==> src/rtl/ysyx_24110006_rd_arbiter.sv <==
// Two-master AXI4-Lite read arbiter: IFU (master 0) and LSU (master 1) share one
// memory read port, one outstanding read at a time, no data buffering.
module ysyx_24110006_rd_arbiter #(
    parameter bit FAIR = 1'b1
) (
    input  logic        i_clock,
    input  logic        i_reset,
    input  logic [31:0] i_ifu_araddr,
    input  logic        i_ifu_arvalid,
    output logic        o_ifu_arready,
    output logic [31:0] o_ifu_rdata,
    output logic [1:0]  o_ifu_rresp,
    output logic        o_ifu_rvalid,
    input  logic        i_ifu_rready,
    input  logic [31:0] i_lsu_araddr,
    input  logic        i_lsu_arvalid,
    output logic        o_lsu_arready,
    output logic [31:0] o_lsu_rdata,
    output logic [1:0]  o_lsu_rresp,
    output logic        o_lsu_rvalid,
    input  logic        i_lsu_rready,
    output logic [31:0] o_mem_araddr,
    output logic        o_mem_arvalid,
    input  logic        i_mem_arready,
    input  logic [31:0] i_mem_rdata,
    input  logic [1:0]  i_mem_rresp,
    input  logic        i_mem_rvalid,
    output logic        o_mem_rready
);

    typedef enum logic [2:0] {
        IDLE   = 3'd0,
        IFU_AR = 3'd1,
        IFU_R  = 3'd2,
        LSU_AR = 3'd3,
        LSU_R  = 3'd4
    } state_t;

    localparam logic MST_IFU = 1'b0;
    localparam logic MST_LSU = 1'b1;

    state_t state, state_nxt;
    logic   last, last_nxt;
    logic   grant_lsu;

    // On a tie, round-robin hands the port to whoever did not have it last.
    assign grant_lsu = i_lsu_arvalid &&
                       (!i_ifu_arvalid || !FAIR || (last == MST_IFU));

    always_ff @(posedge i_clock) begin
        if (i_reset) begin
            state <= IDLE;
            last  <= MST_LSU;
        end else begin
            state <= state_nxt;
            last  <= last_nxt;
        end
    end

    always_comb begin
        state_nxt = state;
        last_nxt  = last;
        case (state)
            IDLE: begin
                if (grant_lsu) begin
                    state_nxt = LSU_AR;
                    last_nxt  = MST_LSU;
                end else if (i_ifu_arvalid) begin
                    state_nxt = IFU_AR;
                    last_nxt  = MST_IFU;
                end
            end
            IFU_AR: if (i_ifu_arvalid && i_mem_arready) state_nxt = IFU_R;
            IFU_R:  if (i_mem_rvalid && i_ifu_rready)   state_nxt = IDLE;
            LSU_AR: if (i_lsu_arvalid && i_mem_arready) state_nxt = LSU_R;
            LSU_R:  if (i_mem_rvalid && i_lsu_rready)   state_nxt = IDLE;
            default: state_nxt = IDLE;
        endcase
    end

    always_comb begin
        o_ifu_arready = 1'b0;
        o_ifu_rdata   = '0;
        o_ifu_rresp   = '0;
        o_ifu_rvalid  = 1'b0;
        o_lsu_arready = 1'b0;
        o_lsu_rdata   = '0;
        o_lsu_rresp   = '0;
        o_lsu_rvalid  = 1'b0;
        o_mem_araddr  = '0;
        o_mem_arvalid = 1'b0;
        o_mem_rready  = 1'b0;
        case (state)
            IFU_AR: begin
                o_mem_araddr  = i_ifu_araddr;
                o_mem_arvalid = i_ifu_arvalid;
                o_ifu_arready = i_mem_arready;
            end
            IFU_R: begin
                o_ifu_rdata  = i_mem_rdata;
                o_ifu_rresp  = i_mem_rresp;
                o_ifu_rvalid = i_mem_rvalid;
                o_mem_rready = i_ifu_rready;
            end
            LSU_AR: begin
                o_mem_araddr  = i_lsu_araddr;
                o_mem_arvalid = i_lsu_arvalid;
                o_lsu_arready = i_mem_arready;
            end
            LSU_R: begin
                o_lsu_rdata  = i_mem_rdata;
                o_lsu_rresp  = i_mem_rresp;
                o_lsu_rvalid = i_mem_rvalid;
                o_mem_rready = i_lsu_rready;
            end
            default: ;
        endcase
    end

endmodule

==> config.mk <==
export PLATFORM = sky130hd
export DESIGN_NAME = ysyx_24110006_rd_arbiter
export DESIGN_NICKNAME = d
export VERILOG_FILES = /design/src/rtl/ysyx_24110006_rd_arbiter.sv
export SDC_FILE = /design/constraint.sdc
export NUM_CORES = 1
export LEC_CHECK = 0
export CORE_AREA = 3 3 82 84
export DETAILED_ROUTE_END_ITERATION = 10
export DIE_AREA = 0 0 85 87
export GPL_TIMING_DRIVEN = 1
export MAX_ROUTING_LAYER = met4
export PLACE_DENSITY = 0.88
export SYNTH_ARGS = -nofsm -noshare
export SYNTH_HDL_FRONTEND = slang
export SYNTH_SLANG_ARGS = --single-unit
==> constraint.sdc <==
create_clock -name i_clock -period 1.66 [get_ports i_clock]
set_input_delay 0.332 -clock i_clock [delete_from_list [all_inputs] [get_ports i_clock]]
set_output_delay 0.332 -clock i_clock [all_outputs]
set_load 0.005 [all_outputs]
# After elaboration in Yosys (flattened, before gate mapping)
# Index checks and enable logic that the tools add are counted.
[word_totals]
mem_bits_ro = 0
mem_count = 0
in_bits = 106
wordCells = 43
latch_bits = 0
ff_bits = 4
output_inout_bits = 106
ram_bits = 0
[classes]
mul = 0
bitwise = 1
add_sub_neg = 0
reduce_logical = 11
n_div = 0
eq_ne = 9
n_shift = 0
magnitude_cmp = 0
muxes = 20
[ops]
columns = ["cell", "n"]
rows = [
  ["32-bit two-way mux", 2],
  ["32-bit one-hot mux with 2 select lines", 1],
  ["3-bit two-way mux", 6],
  ["3-bit one-hot mux with 5 select lines", 1],
  ["2-bit != test, second input constant", 4],
  ["3-bit by 2-bit == test with 1-bit output, second input constant", 2],
  ["1-bit two-way mux", 6],
  ["1-bit logical AND", 5],
  ["5-bit AND reduction", 1],
  ["2-bit two-way mux", 2],
  ["1-bit one-hot mux with 2 select lines", 2],
  ["3-bit by 1-bit == test with 1-bit output, second input constant", 1],
  ["3-bit == test, second input constant", 1],
  ["3-bit zero test", 1],
  ["3-bit != test, second input constant", 1],
  ["2-bit AND reduction", 1],
  ["2-bit nonzero test", 1],
  ["1-bit zero test", 1],
  ["1-bit logical OR", 1],
  ["1-bit NOT", 1],
]

# Logic depth before layout (Yosys ltp)
[logic_depth]
word_depth = 5
mapped_depth = 5
depth_no_buf = 4

# Worst setup path before layout
# No wires, ideal clock.
[synth_timing]
path_kind = "flip-flop to output port"
startpoint = "reg state[2]"
endpoint = "out o_mem_araddr[10]"
t_required_ns = 1.328
slack_ns = -0.026
n_path_buf = 2
stages_incl_launch_ff = 6
arrival_ns = 1.354
path_cell_list = "dfxtp_1 > buf_2 > nand2b_1 > nor2_1 > clkbuf_1 > a22o_1"
[synth_between]
elab_chain_cells = 2
elab_cells_between_ends = 3
cone_classes = "eq/ne (2); mux (1)"
[synth_lines]
columns = ["item", "line", "rtl"]
rows = [
  ["start, declared", "42", "state_t state, state_nxt;"],
  ["start signal, assigned", "55", "state <= state_nxt;"],
  ["3-bit by 2-bit == test with 1-bit output or 3-bit by 1-bit == test with 1-bit output (tied branches)", "93", "case (state)"],
  ["32-bit one-hot mux with 2 select lines *", "93", ""],
  ["end, declared", "22", "output logic [31:0] o_mem_araddr,"],
]
# Mark *: on every way between the ends. The rest lies on a longest branch, timed or not.

# Worst setup path after layout
[layout_timing]
startpoint = "reg state[1]"
endpoint = "out o_mem_araddr[1]"
# Same word-level chain as after synthesis.

==> metrics.cfg <==
[clock_tree]
clk_pin_slew_worst_paths_ns=0.03
cts_tree=done
cts-root-buf=clkbuf_8
clkLatencyLatePin_ns=0.22
cts_max_level=1
cts-buffers-inserted=3
clockBufferDepth=2
clkSinkCount=4

[drt]
drt_first_pass_iters=4
drc=0
via_per_inst=4.69
post_drt_wl_per_cell_um=19.3
drt_iter0_markers=50
vias=2276
routed_wl_um=9340
drtAntennaViolNets=0

[pwr]
ir_worst_vdd_mv=0.647
pwr-share-seq=0.051
power.density_mw_per_mm2=716
p_sw_w=0.00101
power.leakage_nw=1.99
p_sw_frac=0.338
comb_power_share=0.882
clkPwrFrac=0.068
internal-power_w=0.00198

[synth]
synth-seq-cells=4
synth_edf_count=0
synth_nets=257
yosysUniqueCellTypes=26
synth_area_sq_mm=0.00109
synthArstFlopShare=0
syn_area_per_cell_sq_um=7.25
synthFlopType=dfxtp_1
synthCells=151
ys_warn_count=0
ys_seq_area_frac=0.0731

[floorplanning]
die_y_um=87
num_rows=28
io_pins=212
dieArea_sq_mm=0.00740
start_util=0.183
die_w_um=85
core_area_sq_mm=0.00599

[critical_path]
end_kind=output port
required_ns=1.33
cp.arrival_ns=1.51
criticalPathCategory=flip-flop to output port
cp-start-kind=flip-flop
reg2reg_slack_ns=-0.12
path_max_fanout=7

[finish]
final_cell_mix=clkdlybuf4s50_1, buf_6, and2_4
n_antenna_cell=0
fillCellCount=452
drive_above_1_share=0.595
mostFrequentLayoutCell=clkdlybuf4s50_1
seqCellArea_sq_um=88.8
final_util=0.698
multi_input_area_sq_mm=0.00114
areaGrowthSynthToFinish_pct=282
nets=518

[grt]
grt_use_met2=0.434
busiest_layer=met2
grt_pass1_wl_um=12600
grt_pass1_vias=2403
met1_usage=0.227
met3_usage=0.0454
gr-total-overflow=0
grt_usage=0.220
grt_start_max_net_pins=18
grt_antenna_before_repair=0

[sta]
maxSlewHeadroom=0.730
fin_skew_ns=0.00130
setup_viol=102
hold_viol=0
slew_violations=0
fin_crit_sh=1.11
setup_tns_ns=-11.39
fin_crit_ns=1.84
worst_pin_slew_ns=0.405
max_freq_mhz=542
rsz0062_at_grt=true
fin_ws_ns=-0.183

[placement]
port_buffers=211
hpwl_um=5850
gp_congestion=0.837

[status]
failed_checks=negative setup slack
status=complete, but fails checks

[min_path]
hold_class=flip-flop to flip-flop

[job]
drv_cap=0

[path summary, 6_finish.rpt]
kind,startpoint,endpoint,cells past startpoint
worst max-delay path,state[1],o_mem_araddr[1],7
worst min-delay path,last,last,2
worst max register to register,state[1],state[0],6
worst min register to register,last,last,2
[state kept, by name, indices dropped and copies added, names as in the netlist]
register  count
last          1
state         3
[metrics by stage]
stage / worst slack (ns) / instance area [sq um] / hold slack [ns] / std cells / total power, W
floorplan: 0.00376 / 1100 / 0.401 / 151 / 0.000815
finish: -0.183 / 4180 / 0.548 / 485 / 0.00300
global placement: -0.296 / 3400 / 0.500 / 437 / 0.00193
CTS: -0.226 / 3890 / 0.543 / 476 / 0.00285
detailed placement: -0.327 / 3400 / 0.527 / 437 / 0.00197
global route: -0.258 / 4180 / 0.581 / 485 / 0.00316
[metal layers]
metal | up-vias | wire, um
li1 | 1063 | -
met1 | 1072 | 3290
met2 | 139 | 5260
met3 | 2 | 755
met4 | 0 | 38
met5 | - | 0
[critical path: stages, from the launching register on]
cell     delay [ns]
dfxtp_4        0.35
buf_6          0.12
nor3_4         0.18
buf_4          0.17
buf_12         0.12
buf_6          0.10
a22o_1         0.14
buf_2          0.11
[synth_stat cells (2+ instances only)]
cell / n / area (sq um)
a22o_1: 34 / 298
dfxtp_1: 4 / 80.1
nor2_1: 4 / 15.0
and2_1: 72 / 450
a21oi_1: 3 / 15.0
nand2b_1: 2 / 12.5
clkbuf_1: 9 / 33.8
buf_2: 5 / 25.0
[cell families after synthesis]
| logic type | count (synthesis) | share of synthesized area |
|---|---|---|
| and+or+nand+nor | 85 | 0.479 |
| AOI/OAI and AO/OA | 43 | 0.347 |
| DFF | 4 | 0.0731 |
| buffers and inverters | 16 | 0.0674 |
| muxes | 3 | 0.0331 |
[timing repair]
item | 4_1_cts | 5_1_grt
resized for setup | 451 | 154
buffers inserted | 25 | 12
gates cloned | 12 | 6
setup endpoints to repair | 109 | 109
hold buffers | 0 | 0
pin swaps | 47 | 50
hold endpoints to repair | 0 | 0
[power by group through the flow]
stage / sequential [W] / clock (W) / combinational [W]
after global placement: 0.000136 / 0 / 0.00180
final: 0.000152 / 0.000203 / 0.00264
after floorplan: 0.000127 / 0 / 0.000688
after global routing: 0.000154 / 0.000214 / 0.00280
after CTS: 0.000150 / 0.000209 / 0.00249
after detailed placement: 0.000138 / 0 / 0.00183
[layout make-up]
| class | count | share of cell area |
|---|---|---|
| repair buffers | 271 | 0.674 |
| flip-flops and latches | 4 | 0.0212 |
| clock buffers | 3 | 0.00987 |
| multi-input cells | 131 | 0.272 |
| well taps | 75 | 0.0224 |
| inverters | 1 | 0.000898 |
Power figures use the tool's default switching activity.
